## src/rtl/sprite_motion_ctrl.sv

```systemverilog
// Player sprite motion controller: tracks held keys from decoded PS/2 events and
// advances walk/jump position once per video frame tick, saturating at screen edges.
module sprite_motion_ctrl #(
    parameter int H_ACTIVE  = 640,
    parameter int V_ACTIVE  = 480,
    parameter int SPRITE_W  = 32,
    parameter int SPRITE_H  = 32,
    parameter int STEP      = 4,
    parameter int X_INIT    = 304,
    parameter int Y_INIT    = 224,
    parameter int JUMP_H    = 64,
    parameter int JUMP_STEP = 8
) (
    input  logic       i_clk,
    input  logic       i_rst_n,
    input  logic       i_key_valid,
    input  logic [7:0] i_key_ascii,
    input  logic       i_key_break,
    input  logic       i_frame_tick,
    output logic [9:0] o_x_pos,
    output logic [9:0] o_y_pos,
    output logic [2:0] o_state,
    output logic [1:0] o_facing,
    output logic       o_upd
);

    typedef enum logic [2:0] {
        S_IDLE    = 3'd0,
        S_WALK    = 3'd1,
        S_JUMP_UP = 3'd2,
        S_JUMP_DN = 3'd3
    } state_t;

    localparam logic signed [10:0] C_X_MAX  = 11'(H_ACTIVE - SPRITE_W);
    localparam logic signed [10:0] C_Y_MAX  = 11'(V_ACTIVE - SPRITE_H);
    localparam logic signed [10:0] C_STEP   = 11'(STEP);
    localparam logic signed [10:0] C_JSTEP  = 11'(JUMP_STEP);
    localparam logic signed [10:0] C_JUMP_H = 11'(JUMP_H);

    // Mask bit order: [0] up, [1] left, [2] down, [3] right
    logic [3:0]  r_mask;
    logic        r_jump;
    logic [9:0]  r_x;
    logic [9:0]  r_y;
    logic [9:0]  r_base_y;
    state_t      r_state;
    logic [1:0]  r_facing;
    logic        r_upd;

    logic        w_left_only;
    logic        w_right_only;
    logic        w_up_only;
    logic        w_down_only;
    logic signed [10:0] w_dx_step;
    logic signed [10:0] w_dy_step;
    logic [9:0]  w_x_walk;
    logic [9:0]  w_y_walk;
    logic [9:0]  w_y_up;
    logic signed [10:0] w_y_dn_sum;
    logic signed [10:0] w_rise;
    logic [1:0]  w_facing_h;
    state_t      w_state_nxt;
    logic [9:0]  w_x_nxt;
    logic [9:0]  w_y_nxt;
    logic [9:0]  w_base_nxt;
    logic [1:0]  w_facing_nxt;

    function automatic logic [9:0] sat(input logic signed [10:0] v, input logic signed [10:0] hi);
        if (v[10])
            return '0;
        else if (v > hi)
            return hi[9:0];
        else
            return v[9:0];
    endfunction

    always_ff @(posedge i_clk) begin
        if (!i_rst_n) begin
            r_mask <= '0;
            r_jump <= 1'b0;
        end else begin
            // A tick always drops the request; a coincident space press re-arms it for the next tick.
            if (i_frame_tick)
                r_jump <= 1'b0;
            if (i_key_valid) begin
                case (i_key_ascii)
                    8'h77:   r_mask[0] <= ~i_key_break;
                    8'h61:   r_mask[1] <= ~i_key_break;
                    8'h73:   r_mask[2] <= ~i_key_break;
                    8'h64:   r_mask[3] <= ~i_key_break;
                    8'h20:   if (!i_key_break) r_jump <= 1'b1;
                    default: ;
                endcase
            end
        end
    end

    always_comb begin
        w_left_only  = r_mask[1] & ~r_mask[3];
        w_right_only = r_mask[3] & ~r_mask[1];
        w_up_only    = r_mask[0] & ~r_mask[2];
        w_down_only  = r_mask[2] & ~r_mask[0];
        w_dx_step    = w_right_only ? C_STEP : (w_left_only ? -C_STEP : '0);
        w_dy_step    = w_down_only  ? C_STEP : (w_up_only   ? -C_STEP : '0);
        w_x_walk     = sat($signed({1'b0, r_x}) + w_dx_step, C_X_MAX);
        w_y_walk     = sat($signed({1'b0, r_y}) + w_dy_step, C_Y_MAX);
        w_y_up       = sat($signed({1'b0, r_y}) - C_JSTEP, C_Y_MAX);
        w_y_dn_sum   = $signed({1'b0, r_y}) + C_JSTEP;
        w_rise       = $signed({1'b0, r_base_y}) - $signed({1'b0, w_y_up});
        w_facing_h   = w_right_only ? 2'd0 : (w_left_only ? 2'd1 : r_facing);
    end

    always_comb begin
        w_state_nxt  = r_state;
        w_x_nxt      = w_x_walk;
        w_y_nxt      = r_y;
        w_base_nxt   = r_base_y;
        w_facing_nxt = w_facing_h;
        case (r_state)
            S_IDLE, S_WALK: begin
                if (r_jump) begin
                    w_base_nxt  = r_y;
                    w_state_nxt = S_JUMP_UP;
                end else begin
                    w_y_nxt     = w_y_walk;
                    w_state_nxt = (w_left_only | w_right_only | w_up_only | w_down_only) ? S_WALK : S_IDLE;
                    if (!(w_left_only | w_right_only)) begin
                        if (w_up_only)
                            w_facing_nxt = 2'd2;
                        else if (w_down_only)
                            w_facing_nxt = 2'd3;
                    end
                end
            end
            S_JUMP_UP: begin
                w_y_nxt = w_y_up;
                if (w_y_up == '0 || w_rise >= C_JUMP_H)
                    w_state_nxt = S_JUMP_DN;
            end
            S_JUMP_DN: begin
                if (w_y_dn_sum >= $signed({1'b0, r_base_y})) begin
                    w_y_nxt     = r_base_y;
                    w_state_nxt = (w_left_only | w_right_only) ? S_WALK : S_IDLE;
                end else begin
                    w_y_nxt = w_y_dn_sum[9:0];
                end
            end
            default: begin
                w_x_nxt      = r_x;
                w_facing_nxt = r_facing;
                w_state_nxt  = S_IDLE;
            end
        endcase
    end

    always_ff @(posedge i_clk) begin
        if (!i_rst_n) begin
            r_x      <= 10'(X_INIT);
            r_y      <= 10'(Y_INIT);
            r_base_y <= 10'(Y_INIT);
            r_state  <= S_IDLE;
            r_facing <= 2'd0;
            r_upd    <= 1'b0;
        end else begin
            r_upd <= i_frame_tick;
            if (i_frame_tick) begin
                r_x      <= w_x_nxt;
                r_y      <= w_y_nxt;
                r_base_y <= w_base_nxt;
                r_state  <= w_state_nxt;
                r_facing <= w_facing_nxt;
            end
        end
    end

    assign o_x_pos  = r_x;
    assign o_y_pos  = r_y;
    assign o_state  = r_state;
    assign o_facing = r_facing;
    assign o_upd    = r_upd;

endmodule

```

## config.mk

```make
export PLATFORM = sky130hd
export DESIGN_NAME = sprite_motion_ctrl
export DESIGN_NICKNAME = d
export VERILOG_FILES = /design/src/rtl/sprite_motion_ctrl.sv
export SDC_FILE = /design/constraint.sdc
export NUM_CORES = 1
export LEC_CHECK = 0
export ABC_AREA = 1
export BUFFER_PORTS_ARGS = -buffer_cell sky130_fd_sc_hd__buf_4
export CAP_MARGIN = 20
export CELL_PAD_IN_SITES_DETAIL_PLACEMENT = 0
export CELL_PAD_IN_SITES_GLOBAL_PLACEMENT = 1
export CORE_MARGIN = 3
export CORE_UTILIZATION = 30
export DETAILED_ROUTE_END_ITERATION = 10
export MAX_ROUTING_LAYER = met4
export PLACE_DENSITY_LB_ADDON = 0.1
export SLEW_MARGIN = 5
export SYNTH_ARGS = -nofsm -noshare
export SYNTH_HDL_FRONTEND = slang
export SYNTH_SLANG_ARGS = --single-unit
```

## constraint.sdc

```tcl
create_clock -name i_clk -period 3.9 [get_ports i_clk]
set_clock_uncertainty 0.2 [all_clocks]
set_input_delay 0 -clock i_clk [delete_from_list [all_inputs] [get_ports i_clk]]
set_output_delay 0 -clock i_clk [all_outputs]
set_load 0.05 [all_outputs]
```

==> flow_summary_export.csv <==
group,metric,value,unit
critical_path,r2r_cells,23,
finish,regArea,761,um^2
route,drtPass1Iterations,4,
critical_path,reg2reg_from,"o_y_pos[3]",
critical_path,cp-end-kind,"flop",
synth,yosysWarnings,0,
timing,rsz0062_at_grt,"no",
synth,synth_cell_types,44,
route,wl,11800,um
critical_path,crit_type,"flop to flop",
synth,synthAdderAreaFrac,14.5,%
route,wire_per_inst,14.0,um
critical_path,cp-start-kind,"flop",
floorplanning,core_area,0.0127,mm^2
timing,max-slew-margin-rel,51.5,%
floorplanning,start_util,30.8,%
critical_path,worstPathArrival,3.41,ns
timing,slew_violations,0,
floorplanning,fp.dieArea,0.0144,mm^2
critical_path,cp.depth,23,
floorplanning,die_h,120,um
finish,multi_input_area,0.00270,mm^2
min_path,whs_path_depth,5,
flow_run,maxCapViolCount,0,
timing,worstMarginPinSlew,0.726,ns
global_route,grt_overflow,0,
synth,synth-edff-count,0,
synth,synthSimpleGateAreaFrac,39.6,%
synth,synth-xor-area-share,2.25,%
global_route,grt_pass1_vias,4004,
synth,synth-seq-cells,38,
synth,yosysSeqAreaShare,19.5,%
critical_path,critPathBufInv,2,
critical_path,crit_fanout,11,
synth,synthTopCellsByArea,"dfxtp_1 (19%), nand2_1 (16%), ha_1 (13%)",
clock_tree,h-tree-depth,2,
timing,final-hold-violation-count,0,
global_route,grt_max_degree,27,
route,routed_via_density,4.75,
place,dp_hpwl,9540,um
pwr,peakVddDrop,0.129,mV
timing,max_freq,292,MHz
timing,min_period,3.42,ns
synth,synthMuxAreaShare,0,%
timing,finalCritPeriodShare,87.8,%
timing,tns,0,ns
synth,synth_top_family_by_area,"simple AND/OR/NAND/NOR gates",
critical_path,worst_ep_required_time,3.88,ns
synth,synthArstFlopShare,0,%
critical_path,path_cells,"inv_2, ha_1, nand3_1, nor2_1, nor2_2, nand3_2, nand3_2, a21oi_1, inv_1, ha_1, nand2_1, nor2_1, nand2_1, nand3_1, nand2_1, nand2_1, nand2_1, nand2_1, nand3b_1, nand2_1, nand2_1, a21oi_1, nor2_1",
global_route,grt_antenna_before_repair,0,
clock_tree,clk_latency,0.29,ns
synth,synth-compound-area-share,12.5,%
critical_path,critPathTopFamily,"simple AND/OR/NAND/NOR gates",
route,ant_nets,0,
clock_tree,root_buffer,"clkbuf_16",
route,drc,0,
clock_tree,post_cts_buffers,0,
clock_tree,ctsLongestPathBuffers,2,
finish,fill_cells,1413,
outcome,status,"finished, final reports clean",
synth,syn_inst,622,
finish,utilization,36.7,%
clock_tree,cts.sinks,38,
synth,synth_area,0.00390,mm^2
global_route,grt_pass1_wl,19700,um
timing,setup_viol,0,
synth,synth_top_area_share,19.5,%
finish,antenna_cells,0,
finish,nNetsFinal,729,
min_path,min_to,"r_mask[3]",
critical_path,r2r_end,"o_state[0]",
place,gp_congestion,0.810,
finish,area_delta_synth_final,19.3,%
route,vias,4013,
critical_path,r2r_setup_slack,0.48,ns
finish,drive_above_1_share,12.3,%
place,portBuffers,35,
floorplanning,die_width,120,um
critical_path,crit_path_max_incr_delay,0.47,ns
global_route,grt_usage,17.4,%
synth,yosysTopAreaCell,"dfxtp_1",
floorplanning,ios,39,
clock_tree,cts_tree,"built",
pwr,powerDensity,296,mW/mm^2
critical_path,critPathMostFrequentCell,"nand2_1",
critical_path,cp_slowest_cell,"dfxtp_1",
route,drt_iter0_markers,250,
clock_tree,cts_buffers,5,
synth,synth_flop_cell,"dfxtp_1",
clock_tree,path_clk_slew,0.06,ns
floorplanning,rows,41,
pwr,power_leakage,0.00243,uW
synth,synth.most_common_cell,"nand2_1",
min_path,hold_start,"i_key_ascii[3]",
synth,avgSynthCellArea,6.27,um^2
synth,synth_common_cells,"nand2_1 (165), inv_1 (86), nand3_1 (54)",
min_path,hold_path_class,"primary input to flop",
## metal layers
layer  up-vias  wire [um]  global-route usage (%)
met5         -          0                       -
met4         0        109                    2.93
met3         6        439                    2.17
met2        63       5590                    30.2
met1      1826       5690                    22.1
li1       2118          -                       -
## worst register-to-register path, delay by kind of cell (launching register included)
kind,cells,cell delay (ns)
AO/OA/AOI/OAI,2,0.33
flip-flops,1,0.47
buffers and inverters,2,0.25
AND/OR/NAND/NOR,17,1.38
adder cells (fa/ha/maj),2,0.69
## final cells by class
type	count	area share, %
Multi-Input combinational cell	476	58.0
Inverter	97	7.82
Timing Repair Buffer	54	9.57
Tap cell	172	4.62
Clock buffer	5	2.69
Sequential cell	38	16.3
Clock inverter	3	0.967
## power by group
group	total, uW	switching [uW]	internal (uW)
sequential	430	27.7	402
clock	478	176	302
combinational	472	315	157
total	1380	519	861
## layout by cell type (no fill, tap or decap), types with 3 or more instances in the layout
cell type	instances
nand2_1	165
inv_1	86
nand3_1	54
nor2_1	53
a21oi_1	43
ha_1	42
buf_4	38
dfxtp_1	38
o21ai_0	24
dlygate4sd3_1	16
nand4_1	12
inv_2	9
xor2_1	8
nand2_2	7
nand3b_1	6
o211ai_1	6
nor3_1	6
nor2_2	5
nor2_4	5
clkbuf_16	5
nand3_2	4
nand2_4	4
nor4_1	4
conb_1	4
o21ai_1	3
## state kept, by name (all words and copies together), names as in the netlist
name and cells:
o_facing 2, o_y_pos 10, o_state 2, r_jump 1, r_mask 4, o_upd 1
o_x_pos 8, r_base_y 10
## cell families (layout without fill, tap and decap cells)
logic type      Yosys count  count (layout)
other cells               2               4
xor+xnor                 10              10
compound gates           88              88
fa+ha+maj                44              44
flops                    38              38
buf+inv                 110             159
simple gates            330             330
## per-stage QoR
step,total power [uW],hold slack [ns],cells,area [um^2],worst slack (ns)
after floorplan,788,-0.111,624,3910,0.478
after global placement,910,0.0261,821,4330,0.509
final,1380,0.0143,845,4660,0.477
after CTS,1400,0.0118,845,4660,0.430
after global routing,1480,0.0826,845,4660,0.102
after detailed placement,906,0.0285,821,4330,0.436
## worst max path at each step
stage                           from    endpoint  slack, ns
after CTS                 o_y_pos[3]  o_state[0]       0.43
final                     o_y_pos[3]  o_state[0]       0.48
after global routing      o_y_pos[3]  o_state[0]       0.10
after global placement    o_y_pos[3]  o_state[0]       0.51
after floorplan           o_y_pos[3]  o_state[0]       0.48
after detailed placement  o_y_pos[3]  o_state[0]       0.44
## repair_timing
action,in CTS,in global routing
hold buffers,16,0
resized for setup,0,0
endpoints found under the hold margin,32,0
No activity file was read; power rests on OpenSTA's default activity.
